### src/rtl/mem_access_unit.sv
// Sequencer between the string-search execute stage and the 256-byte data memory.
// Handles load/store/burst-load/set-pointer requests and holds read beats until consumed.
module mem_access_unit (
    input  logic       clk,
    input  logic       reset,
    input  logic       req_valid,
    output logic       req_ready,
    input  logic [1:0] req_op,
    input  logic [7:0] req_addr,
    input  logic [7:0] req_wdata,
    input  logic [1:0] req_sel,
    input  logic [3:0] req_len,
    input  logic       req_use_ptr,
    output logic       rsp_valid,
    input  logic       rsp_ready,
    output logic [7:0] rsp_data,
    output logic       rsp_last,
    output logic [7:0] ptr,
    output logic [7:0] dataAddress,
    output logic [7:0] data,
    output logic [1:0] sel,
    output logic       memWrite,
    output logic       memRead,
    input  logic [7:0] dataOut
);

    typedef enum logic [1:0] {IDLE, READ, WRITE, RESP} state_t;

    localparam logic [1:0] OP_LOAD   = 2'd0;
    localparam logic [1:0] OP_STORE  = 2'd1;
    localparam logic [1:0] OP_BURST  = 2'd2;
    localparam logic [1:0] OP_SETPTR = 2'd3;

    state_t     state_q;
    logic [7:0] ptr_q;
    logic [7:0] addr_q;
    logic [7:0] wdata_q;
    logic [1:0] rdSel_q;
    logic [3:0] remaining_q;
    logic       usePtr_q;
    logic       rspValid_q;
    logic [7:0] rspData_q;
    logic       rspLast_q;
    logic       memRead_q;
    logic       memWrite_q;
    logic [7:0] memAddr_q;
    logic [7:0] memData_q;
    logic [1:0] memSel_q;

    logic [7:0] reqAddr_d;
    logic [1:0] reqSel_d;
    logic [3:0] remaining_d;

    always_comb begin
        reqAddr_d   = req_use_ptr ? ptr_q : req_addr;
        reqSel_d    = (req_sel == 2'd3) ? 2'd0 : req_sel;
        remaining_d = (req_op == OP_BURST) ? req_len : 4'd0;
    end

    // READ and WRITE entered from IDLE spend one setup cycle before the memory
    // strobe rises; READ re-entered from RESP strobes immediately to keep bursts
    // at one beat every two cycles.
    always_ff @(posedge clk) begin
        if (reset) begin
            state_q     <= IDLE;
            ptr_q       <= 8'h00;
            addr_q      <= 8'h00;
            wdata_q     <= 8'h00;
            rdSel_q     <= 2'd0;
            remaining_q <= 4'd0;
            usePtr_q    <= 1'b0;
            rspValid_q  <= 1'b0;
            rspData_q   <= 8'h00;
            rspLast_q   <= 1'b0;
            memRead_q   <= 1'b0;
            memWrite_q  <= 1'b0;
            memAddr_q   <= 8'h00;
            memData_q   <= 8'h00;
            memSel_q    <= 2'd0;
        end else begin
            case (state_q)
                IDLE: begin
                    if (req_valid) begin
                        case (req_op)
                            OP_SETPTR: ptr_q <= req_addr;
                            OP_STORE: begin
                                addr_q  <= reqAddr_d;
                                wdata_q <= req_wdata;
                                state_q <= WRITE;
                            end
                            OP_LOAD, OP_BURST: begin
                                addr_q      <= reqAddr_d;
                                rdSel_q     <= reqSel_d;
                                remaining_q <= remaining_d;
                                usePtr_q    <= req_use_ptr;
                                state_q     <= READ;
                            end
                            default: state_q <= IDLE;
                        endcase
                    end
                end
                WRITE: begin
                    if (!memWrite_q) begin
                        memWrite_q <= 1'b1;
                        memAddr_q  <= addr_q;
                        memData_q  <= wdata_q;
                    end else begin
                        memWrite_q <= 1'b0;
                        memAddr_q  <= 8'h00;
                        memData_q  <= 8'h00;
                        state_q    <= IDLE;
                    end
                end
                READ: begin
                    if (!memRead_q) begin
                        memRead_q <= 1'b1;
                        memAddr_q <= addr_q;
                        memSel_q  <= rdSel_q;
                    end else begin
                        rspData_q  <= dataOut;
                        rspValid_q <= 1'b1;
                        rspLast_q  <= (remaining_q == 4'd0);
                        addr_q     <= addr_q + 8'd1;
                        if (usePtr_q) begin
                            ptr_q <= ptr_q + 8'd1;
                        end
                        memRead_q  <= 1'b0;
                        memAddr_q  <= 8'h00;
                        memSel_q   <= 2'd0;
                        state_q    <= RESP;
                    end
                end
                RESP: begin
                    if (rsp_ready) begin
                        rspValid_q <= 1'b0;
                        if (remaining_q == 4'd0) begin
                            rspLast_q <= 1'b0;
                            state_q   <= IDLE;
                        end else begin
                            remaining_q <= remaining_q - 4'd1;
                            memRead_q   <= 1'b1;
                            memAddr_q   <= addr_q;
                            memSel_q    <= rdSel_q;
                            state_q     <= READ;
                        end
                    end
                end
                default: state_q <= IDLE;
            endcase
        end
    end

    assign req_ready   = (state_q == IDLE);
    assign rsp_valid   = rspValid_q;
    assign rsp_data    = rspData_q;
    assign rsp_last    = rspLast_q;
    assign ptr         = ptr_q;
    assign dataAddress = memAddr_q;
    assign data        = memData_q;
    assign sel         = memSel_q;
    assign memWrite    = memWrite_q;
    assign memRead     = memRead_q;

endmodule

### config.mk
export PLATFORM = sky130hd
export DESIGN_NAME = mem_access_unit
export DESIGN_NICKNAME = d
export VERILOG_FILES = /design/src/rtl/mem_access_unit.sv
export SDC_FILE = /design/constraint.sdc
export NUM_CORES = 1
export LEC_CHECK = 0
export BUFFER_PORTS_ARGS = -buffer_cell sky130_fd_sc_hd__buf_4
export CAP_MARGIN = 40
export CORE_ASPECT_RATIO = 0.75
export CORE_UTILIZATION = 40
export DETAILED_ROUTE_END_ITERATION = 10
export GPL_TIMING_DRIVEN = 1
export HOLD_SLACK_MARGIN = 0.15
export PLACE_DENSITY = 0.7
export REMOVE_ABC_BUFFERS = 1
export SYNTH_ARGS = -nofsm -noshare
export SYNTH_HDL_FRONTEND = slang
export SYNTH_SLANG_ARGS = --single-unit
### constraint.sdc
create_clock -name clk -period 1.45 [get_ports clk]
set_input_delay 0 -clock clk [delete_from_list [all_inputs] [get_ports clk]]
set_output_delay 0 -clock clk [all_outputs]
set_load 0.02 [all_outputs]
==> Yosys cells after proc, flatten, opt, wreduce, memory -nomap -nowiden <==
Cells that the tools add are included.
{ "word_totals": {"register_bits": 63, "latchBits": 0, "mem_bits_rw": 0, "mem_bits_ro": 0, "output_inout_bits": 39, "mem_count": 0} }
{ "op_classes": {"add_sub_neg": 3, "mul": 0, "div": 0, "magnitude_cmp": 0, "n_eq_ne": 18, "shifts": 0, "muxes": 46, "n_bitwise": 0, "n_reduce_logical": 20} }
{ "ops": {"columns": ["operator", "count"], "rows": [
  ["2-to-1 mux 8 bit", 13],
  ["case mux 8 bit (2 select lines)", 2],
  ["case mux 8 bit (3 select lines)", 1],
  ["2-to-1 mux 4 bit", 5],
  ["adder 8 x 1 -> 8 bit (second input constant)", 2],
  ["2-to-1 mux 2 bit", 8],
  ["inequality test 2 bit (second input constant)", 8],
  ["AND reduction 3 bit", 5],
  ["AND reduction 5 bit", 3],
  ["equality test 2 bit (second input constant)", 5],
  ["2-to-1 mux 1 bit", 10],
  ["case mux 2 bit (2 select lines)", 2],
  ["case mux 2 bit (4 select lines)", 1],
  ["case mux 4 bit (2 select lines)", 1],
  ["AND reduction 4 bit", 2],
  ["case mux 1 bit (2 select lines)", 3],
  ["nonzero test 2 bit", 3],
  ["equality test 2 x 1 -> 1 bit (second input constant)", 2],
  ["logical NOT 2 bit", 2],
  ["logical NOT 4 bit", 1],
  ["inequality test 2 x 1 -> 1 bit (second input constant)", 2],
  ["subtractor 4 x 1 -> 4 bit (second input constant)", 1],
  ["inequality test 3 x 1 -> 1 bit (second input constant)", 1],
  ["nonzero test 3 bit", 1],
  ["3 further kinds", 3]
]} }

==> Depth between registers and ports, before layout <==
Gate-level depths: netlist of the first run.
{ "depth": {"word_depth": 5, "ltp_mapped": 7, "ltp_nobuf": 6} }

==> Worst setup path before layout of the first run <==
No wires, ideal clock.
{ "synth_path": {"path_type": "register -> register", "startpoint": "register remaining_q[0]", "endpoint": "register memAddr_q[0], in the netlist dataAddress[0]", "setup_time_ps": 127, "arrival_time_ps": 1490, "setup_slack_ps": -167, "path_stages_with_launch": 8, "n_path_buf": 1, "synth_period_minus_slack_ps": 1617, "path_cell_list": "dfxtp_1 -> inv_1 -> ha_1 -> or3b_1 -> clkbuf_2 -> a21oi_1 -> nor2_4 -> mux2i_1"} }
{ "synth_between": {"elab_chain_cells": 3} }
{ "synth_lines": {"columns": ["element", "line", "text"], "rows": [
  ["start: declaration", "39", "logic [3:0] remaining_q;"],
  ["start signal: assignment", "94", "remaining_q <= remaining_d;"],
  ["start signal: assignment", "140", "remaining_q <= remaining_q - 4'd1;"],
  ["logical NOT 4 bit", "136", "if (remaining_q == 4'd0) begin"],
  ["inequality test 2 bit (no source line)", null, null],
  ["AND reduction 3 bit (no source line)", null, null],
  ["end signal: assignment", "105", "memAddr_q <= addr_q;"],
  ["end signal: assignment", "117", "memAddr_q <= addr_q;"],
  ["end signal: assignment", "142", "memAddr_q <= addr_q;"],
  ["end: declaration", "46", "logic [7:0] memAddr_q;"]
]} }
No other way between the ends.
A chain may end at the register's enable or synchronous reset.

==> Worst setup path after layout of the first run <==
{ "layout_path": {"startpoint": "register remaining_q[0]", "endpoint": "register remaining_q[1]"} }
{ "layout_between": {"elab_chain_cells": 4, "word_cells_on_any_way": 7} }
{ "layout_lines": {"columns": ["element", "line", "text"], "rows": [
  ["subtractor 4 x 1 -> 4 bit", "140", null],
  ["2-to-1 mux 4 bit", "136", null],
  ["2-to-1 mux 4 bit", "134", "if (rsp_ready) begin"],
  ["case mux 4 bit (2 select lines)", "81", "case (state_q)"]
]} }
Parallel ways exist; a longest one is shown, timed or not. The select of a mux whose other input is x is not followed.

==> impl_metrics.toml, run 1 <==
[setup_path]
path_class = "reg2reg"
reg2reg_slack_ns = -0.09
required_ns = 1.71
cp-end-kind = "flop"
ff2ff_path_depth = 6
rr_endpoint = "remaining_q[1]"
r2r_start = "remaining_q[0]"
critPathMaxFanout = 6
cp.arrival_ns = 1.80
start_kind = "flop"

[floorplanning]
die_h_um = 78.4
die_w_um = 104
ios = 76
start_util = 0.419
coreArea_um2 = 7430
dieArea_um2 = 8150
row_count = 27

[timing]
max_slew_margin = 0.746
post-route-period-util = 1.06
tightest_slew_ns = 0.380
finalHoldViolCount = 0
period_needed_ns = 1.54
skew_ns = 0.0126
setup_ws_ns = -0.0935
rsz0062_at_grt = "true"
holdWs_ns = 0.196
maxSlewViolCount = 0
setup_viol_count_final = 19
max_freq_ghz = 0.648

[synthesis]
yosysWarnings = 0
synth_area_per_cell_um2 = 8.33
ys_types = 61
ys_seq_elements = 63
yosys.area.top_type_share = 0.405
seq_area_frac_synth = 0.405
syn_inst = 374
ys.flop_type = "dfxtp_1"
yosys.area.top_type = "dfxtp_1"
synth_area_um2 = 3110
synth-edff-count = 0
synth_common_cells = "dfxtp_1, nand2_1, a21oi_1"
yosys-top-cells-area = "dfxtp_1, mux2i_1, nand2_1"
synth_most_common_cell = "dfxtp_1"
async_flop_share = 0

[place]
gp_congestion = 0.840
port_buffers = 75
place_area_um2 = 4040
dp_hpwl_um = 6030
dp_slack_ns = -0.247

[power_and_ir_drop]
seqPwrFrac = 0.408
total_power_mw = 4.71
vdd_drop_max_mv = 0.461
power_frac_comb = 0.277
p_int_mw = 3.27
switching_share = 0.306
leakagePower_nw = 2.03
powerDensity_nw_per_um2 = 962
power_switching_mw = 1.44
power_frac_clock = 0.316

[layout]
drive_above_1_share = 0.373
n_antenna_cell = 0
final_area_um2 = 4890
fill_cells = 620
area_growth_pct = 57.1
nets = 569

[outcome]
violations = "setup timing"
status = "finished with violations"

[routing]
wl_per_cell_um = 14.5
ant_nets = 0
drc = 0
drt_iter0_drc = 183
vias = 3304
drtPass1Iterations = 7
totalWireLength_um = 9210
vias_per_cell = 5.20

[global_routing]
grt_max_degree = 22
track_usage = 0.224
gr-total-overflow = 0
grt_antenna_before_repair = 0
grt_pass1_vias = 3016
grt_pass1_wl_um = 14600

[worst_hold_path]
hold_path.startpoint = "req_len[2]"
hold_path.class = "in2reg"
min_delay_worst_endpoint = "remaining_q[2]"
min_path_cells = 4

[cts]
cts_sinks = 63
clockBufferDepth = 2
clk_latency_ns = 0.35
cts_root_buf = "clkbuf_8"
cts_tree = "done"
cts.clk_slew.worst_paths_ns = 0.08
htree_levels = 3
cts_made_buffers = 9

[flow_run]
cap_viol_max_count = 0
==> what timing repair did <==
action	4_1_cts	5_1_grt
gates cloned	0	0
hold buffers	36	0
setup buffers	3	9
pin swaps	13	15
setup endpoints to repair	47	41
resized for setup	30	32
hold endpoints to repair	41	0
==> cell type report <==
class | count | area (um2) | share of cell area
clock inverters | 6 | 61.3 | 0.0125
repair buffers | 170 | 1390 | 0.285
multi-input cells | 279 | 1880 | 0.385
flip-flops and latches | 63 | 1270 | 0.260
well taps | 101 | 126 | 0.0258
inverters | 6 | 26.3 | 0.00537
clock buffers | 10 | 128 | 0.0261
==> metal layers <==
layer	track usage	vias to the layer above	wire [um]
li1	-	1658	-
met1	0.310	1548	4540
met2	0.345	92	4150
met3	0.0581	6	453
met4	0.0600	0	64
met5	0	-	0
==> cell families (layout without fill, tap and decap cells) <==
group,count (synthesis),after routing,share of synthesized area
simple gates,151,151,0.245
compound gates,99,99,0.203
flops,63,63,0.405
buf+inv,32,192,0.0478
mux,24,24,0.0812
fa+ha+maj,3,3,0.0121
xor+xnor,2,2,0.00563
==> flip-flops by register name, summed over array words and instances, names as in the netlist, 4 cells and up <==
name	count
ptr	8
data	8
wdata_q	8
remaining_q	4
rsp_data	8
addr_q	8
dataAddress	8
==> power by group through the flow <==
stage	logic [mW]	clock network, mW	registers [mW]
2_1_floorplan	0.464	0	2.01
3_3_place_gp	1.03	0	1.94
3_5_place_dp	1.04	0	1.94
4_1_cts	1.21	1.52	1.91
5_1_grt	1.40	1.60	1.93
6_report	1.30	1.49	1.92
==> placed cells by master (no fill, tap or decap), types with 3 or more instances in the layout <==
cell,Yosys,routed
inv_2,1,4
nor2_1,31,29
nand3b_1,11,11
a211oi_1,8,4
dfxtp_2,0,4
mux2i_1,23,23
dlygate4sd3_1,0,36
a21oi_1,38,34
and2_1,6,6
o21ai_0,19,12
buf_4,2,129
nor3_1,9,8
clkinv_2,0,3
nand2_1,56,55
a21oi_2,0,3
a31oi_1,5,5
nand2b_1,4,3
dfxtp_1,63,57
a211oi_2,1,4
nand4_1,4,4
buf_6,2,4
clkbuf_8,0,9
nand3_1,9,7
nor2b_1,4,4
o21ai_1,1,6
o31ai_1,3,3
==> worst max-delay path, stage by stage (launching register included) <==
cell and delay [ns]:
dfxtp_2 0.33, inv_2 0.07, ha_4 0.14, or3b_4 0.45, a31oi_4 0.24, a211oi_2 0.05, a211oi_1 0.19
==> worst max-delay path by stage <==
stage                    from             end  slack, ns  cells past startpoint
2_1_floorplan      state_q[0]       addr_q[4]      -0.60                      4
3_3_place_gp   remaining_q[0]  dataAddress[5]      -0.20                      6
3_5_place_dp       state_q[1]  dataAddress[6]      -0.25                      5
4_1_cts        remaining_q[0]  remaining_q[0]      -0.05                      6
5_1_grt        remaining_q[0]  remaining_q[1]      -0.15                      6
6_report       remaining_q[0]  remaining_q[1]      -0.09                      6
==> metrics by stage <==
stage          TNS (ns)  std cells   util
2_1_floorplan    -12.81        348      -
4_1_cts          -0.440        626  0.637
6_report          -1.01        635  0.658
3_5_place_dp      -4.66        571  0.544
3_3_place_gp      -3.17        571  0.544
5_1_grt           -2.03        635  0.658
No activity file was read; power rests on OpenSTA's default activity.
==> run 2, diff against run 1 <==
--- a/config.mk
+++ b/config.mk
@@ -5,6 +5,7 @@
 export SDC_FILE = /design/constraint.sdc
 export NUM_CORES = 1
 export LEC_CHECK = 0
+export ABC_AREA = 1
 export BUFFER_PORTS_ARGS = -buffer_cell sky130_fd_sc_hd__buf_4
 export CAP_MARGIN = 40
 export CORE_ASPECT_RATIO = 0.75
==> run 2 against run 1 <==
Against the previous run:
- the run now ends clean
- synthesized cell count increased by 29%
- clock skew fell by 0.0027 ns
- critical path type unchanged
- core utilization is 2.4 points lower
- largest power group is now combinational cells
- final area is 3.6% lower
- sequential power up 29%
- critical path depth is 1 higher
==> impl_metrics.toml, run 2 <==
[outcome]
status = "finished clean"

[synthesis]
async_flop_share = 0
ys_types = 28
synth_area_per_cell_um2 = 6.46
seq_area_frac_synth = 0.404
ys.flop_type = "dfxtp_1"
yosys.area.top_type = "dfxtp_1"
yosys-top-cells-area = "dfxtp_1, nand2_1, nor2_1"
synth_common_cells = "nand2_1, nor2_1, dfxtp_1"
yosysWarnings = 0
synth_area_um2 = 3120
yosys.area.top_type_share = 0.404
synth_most_common_cell = "nand2_1"
synth-edff-count = 0
ys_seq_elements = 63
syn_inst = 483

[routing]
drc = 0
dr_wl_met3_um = 579
vias_per_cell = 4.82
wl_per_cell_um = 12.3
highest_layer = "met4"
vias = 3535
drt_iter0_drc = 152
drtPass1Iterations = 4
met1Wirelength_um = 4120
wl_met2_um = 4260
ant_nets = 0
totalWireLength_um = 9040

[layout]
fill_cells = 671
final_cell_mix = "nand2_1, buf_4, nor2_1, dfxtp_1, a21oi_1"
nets = 667
n_antenna_cell = 0
stdcell_count = 733
area_growth_pct = 51.2
layout_commonest_cell = "nand2_1"
drive_above_1_share = 0.263

[cts]
cts_tree = "done"
cts_made_buffers = 9
htree_levels = 3
clockBufferDepth = 2
cts.clk_slew.worst_paths_ns = 0.08
cts_root_buf = "clkbuf_8"
clk_latency_ns = 0.35
cts_sinks = 63

[global_routing]
track_usage = 0.225
grt_antenna_before_repair = 0
gr-total-overflow = 0
grt_pass1_wl_um = 14800
grt_max_degree = 37
grt_pass1_vias = 3295

[timing]
post-route-period-util = 0.976
maxSlewViolCount = 0
tightest_slew_ns = 0.418
fin_setup_tns_ns = 0
rsz0062_at_grt = "true"
finalHoldViolCount = 0
max_freq_ghz = 0.706
setup_viol_count_final = 0
skew_ns = 0.00988
max_slew_margin = 0.721
period_needed_ns = 1.42

[worst_hold_path]
hold_path.class = "in2reg"

[setup_path]
required_ns = 1.74
start_kind = "flop"
critPathMaxFanout = 6
path_class = "reg2reg"
cp.arrival_ns = 1.70
cp-end-kind = "flop"

[place]
port_buffers = 75
place_inst = 673
gp_congestion = 0.888
dp_hpwl_um = 5900

[power_and_ir_drop]
vdd_drop_max_mv = 0.912
powerDensity_nw_per_um2 = 1800
total_power_mw = 8.50
leakagePower_nw = 2.15

[floorplanning]
coreArea_um2 = 7430
die_w_um = 104
ios = 76
dieArea_um2 = 8160
row_count = 27
die_h_um = 78.5
start_util = 0.420

[flow_run]
cap_viol_max_count = 0
[run 2: where the power goes]
part / internal [mW] / switching (mW) / total [mW]
registers: 2.15 / 0.330 / 2.48
clock network: 0.795 / 0.734 / 1.53
logic: 1.92 / 2.57 / 4.49
total: 4.87 / 3.63 / 8.50
[run 2: kinds of logic after synthesis]
family / after synthesis / share of synthesized area
flip-flops: 63 / 0.404
AO/OA/AOI/OAI: 94 / 0.157
AND/OR/NAND/NOR: 256 / 0.339
adder cells (fa/ha/maj): 3 / 0.0120
XOR/XNOR: 2 / 0.00562
buffers and inverters: 65 / 0.0822
[run 2: critical path, cell delays in order (launching register included)]
cell and delay, ns:
dfxtp_2 0.34, buf_12 0.13, nor2_4 0.15, nand2_2 0.11
nor3_4 0.30, buf_6 0.16, o21ai_0 0.07, nor2_1 0.10
[run 2: metrics by stage]
| step | hold slack [ns] | cell area [um2] | util | setup WS, ns |
|---|---|---|---|---|
| 4_1_cts | 0.409 | 4550 | 0.612 | 0.0120 |
| 6_report | 0.427 | 4720 | 0.635 | 0.0342 |
| 2_1_floorplan | 0.0691 | 3050 | - | -0.180 |
| 5_1_grt | 0.420 | 4720 | 0.635 | -0.0443 |
| 3_5_place_dp | 0.228 | 3970 | 0.535 | -0.0777 |
| 3_3_place_gp | 0.223 | 3970 | 0.535 | -0.0224 |
[run 2: what timing repair did]
action / in CTS / in global routing
cloned: 0 / 1
pin swaps: 0 / 8
gates resized for setup: 6 / 34
endpoints found under the hold margin: 41 / 0
setup buffers: 0 / 7
hold buffers: 36 / 0
endpoints found under the setup margin: 16 / 41
[run 2: layer usage]
| metal | track usage | vias to the layer above |
|---|---|---|
| li1 | - | 1831 |
| met1 | 0.282 | 1578 |
| met2 | 0.381 | 114 |
| met3 | 0.0698 | 12 |
| met4 | 0.0500 | 0 |
| met5 | 0 | - |
[run 2: cell type report]
class                           instances  area (um2)  area share
Inverter                               49         191      0.0406
Multi-Input combinational cell        356        1700       0.361
Clock buffer                            9         124      0.0263
Timing Repair Buffer                  148        1230       0.261
Sequential cell                        63        1270       0.269
Clock inverter                          7        72.6      0.0154
Tap cell                              101         126      0.0268
[run 2: worst paths after layout]
path,start,to,slack (ns),cells after the start
worst max-delay path,state_q[1],wdata_q[1],0.03,7
worst min-delay path,req_wdata[6],wdata_q[6],0.43,4
worst max register to register,state_q[1],wdata_q[1],0.03,7
worst min register to register,rsp_data[5],rsp_data[5],0.46,2
==> run 3, diff against run 2 <==
--- a/config.mk
+++ b/config.mk
@@ -6,14 +6,14 @@
 export NUM_CORES = 1
 export LEC_CHECK = 0
 export ABC_AREA = 1
-export BUFFER_PORTS_ARGS = -buffer_cell sky130_fd_sc_hd__buf_4
 export CAP_MARGIN = 40
 export CORE_ASPECT_RATIO = 0.75
 export CORE_UTILIZATION = 40
 export DETAILED_ROUTE_END_ITERATION = 10
+export DONT_BUFFER_PORTS = 1
 export GPL_TIMING_DRIVEN = 1
 export HOLD_SLACK_MARGIN = 0.15
-export PLACE_DENSITY = 0.7
+export PLACE_DENSITY = 0.61
 export REMOVE_ABC_BUFFERS = 1
 export SYNTH_ARGS = -nofsm -noshare
 export SYNTH_HDL_FRONTEND = slang
==> run 3 against run 2 <==
Against the previous run:
- clock skew shrank 0.00061 ns
- setup slack gained 0.038 ns
- critical path depth is the same
- clock-buffer cell count grew 1
- final cell count shrank 9.8%
- via count shrank 7.9%
- core utilization shrank 7.0 points
- register-to-register slack gained 0.04 ns
- sequential power grew 8.5%
- critical path type unchanged
- highest routed layer unchanged
==> impl_metrics.toml, run 3 (synthesis results as in run 2) <==
[floorplanning]
coreArea_um2 = 7430
ios = 76
die_h_um = 78.5
dieArea_um2 = 8160
start_util = 0.420
row_count = 27
die_w_um = 104

[place]
place_area_um2 = 3460
port_buffers = 0
gp_congestion = 0.877
dp_hpwl_um = 5820
dp_slack_ns = -0.0555
place_inst = 604

[worst_hold_path]
hold_path.class = "in2reg"

[cts]
cts_sinks = 63
cts.clk_slew.worst_paths_ns = 0.07
cts_root_buf = "clkbuf_8"
cts_made_buffers = 9
htree_levels = 3
clockBufferDepth = 2
clk_latency_ns = 0.34
cts_tree = "done"

[layout]
final_area_um2 = 4190
finish.utilization = 0.564
final_cell_mix = "nand2_1, nor2_1, dfxtp_1, a21oi_1, inv_1"
nets = 595
n_antenna_cell = 0
drive_above_1_share = 0.161
area_growth_pct = 34.5
layout_commonest_cell = "nand2_1"
stdcell_count = 661

[setup_path]
critPathMaxFanout = 9
worstSetupEndpoint = "addr_q[0]"
cp-end-kind = "flop"
ff2ff_path_depth = 7
required_ns = 1.68
startpoint = "state_q[1]"
crit_chain = "nor2_4 > nand2_1 > nand2_4 > nor2_4 > buf_4 > o21ai_1 > nor2_1"
crit_top_cell = "nor2_4"
path_class = "reg2reg"
reg2reg_slack_ns = 0.07
rr_endpoint = "addr_q[0]"
cp.arrival_ns = 1.61
start_kind = "flop"
r2r_start = "state_q[1]"
cp_slowest_cell = "dfxtp_4"
worst_path_largest_cell_delay_ns = 0.37

[routing]
drtPass1Iterations = 4
vias = 3257
ant_nets = 0
drc = 0
totalWireLength_um = 8350
drt_iter0_drc = 140
vias_per_cell = 4.93
wl_per_cell_um = 12.6

[timing]
setup_viol_count_final = 0
fin_setup_tns_ns = 0
tightest_slew_ns = 0.327
maxSlewViolCount = 0
skew_ns = 0.00927
max_freq_ghz = 0.726
post-route-period-util = 0.950
setup_ws_ns = 0.0722
rsz0062_at_grt = "true"
finalHoldViolCount = 0
max_slew_margin = 0.782
period_needed_ns = 1.38

[outcome]
status = "finished clean"

[flow_run]
cap_viol_max_count = 0

[global_routing]
grt_pass1_wl_um = 13600
grt_antenna_before_repair = 0
gr-total-overflow = 0
grt_pass1_vias = 2939
track_usage = 0.207
grt_max_degree = 38

[power_and_ir_drop]
vdd_drop_max_mv = 1.06
powerDensity_nw_per_um2 = 1950
leakagePower_nw = 1.78
[run 3: changes by cell type in the layout (fill, tap and decap cells not counted), moves of 2 or more]
cell	before	now
nor2_1	66	69
clkinv_2	2	0
dfxtp_2	4	1
dfxtp_4	0	2
inv_1	43	41
inv_2	3	7
buf_6	5	1
nand2_2	10	7
nor2_2	5	1
buf_4	106	37
nand2_1	130	134
[run 3: per-stage QoR]
step	hold WS [ns]	total power [mW]
after floorplan	0.0691	4.80
after global placement	0.0737	5.97
after detailed placement	0.0748	6.02
after CTS	0.173	7.91
after global routing	0.230	8.82
final	0.207	8.18
[run 3: power breakdown]
part	leakage (nW)	switching (mW)	internal, mW
combinational	1.16	2.23	1.51
sequential	0.515	0.522	2.16
clock	0.109	0.736	1.02
[run 3: critical path: cells and delay by family, from the launching register on]
kind | cells | cell delay [ns]
flops | 1 | 0.37
buf+inv | 1 | 0.17
compound gates | 1 | 0.13
simple gates | 5 | 0.60
[run 3: how the worst min path moves through the flow]
| stage | startpoint | endpoint | slack (ns) | depth (start not counted) |
|---|---|---|---|---|
| after floorplan | reset | dataAddress[0] | 0.07 | 1 |
| after global placement | reset | remaining_q[3] | 0.07 | 1 |
| after detailed placement | reset | rsp_valid | 0.07 | 1 |
| after CTS | req_op[0] | addr_q[6] | 0.17 | 8 |
| after global routing | req_op[0] | ptr[0] | 0.23 | 6 |
| final | req_op[0] | ptr[0] | 0.21 | 6 |
[run 3: area by class of cell]
cell class | instances | area (um2)
clock buffer | 10 | 138
timing repair buffer | 76 | 689
fill | 741 | 3240
clock inverter | 6 | 92.6
sequential | 63 | 1270
multi-input combinational | 356 | 1690
inverter | 49 | 184
tap | 101 | 126
[run 3: metal layers]
layer  GRT usage  routed length, um  share of wire  up-vias
li1            -                  -              -     1689
met4      0.0643                 60         0.0072        0
met5           0                  0              0        -
met2       0.328               3750           0.45       97
met3      0.0606                530          0.063        7
met1       0.272               4010           0.48     1464
[run 3: timing repair]
item	in CTS	in global routing
hold buffers	37	0
gates cloned	0	1
buffers inserted	0	3
setup endpoints to repair	30	35
endpoints found under the hold margin	63	0
gates resized for setup	4	26
pin swaps	0	6
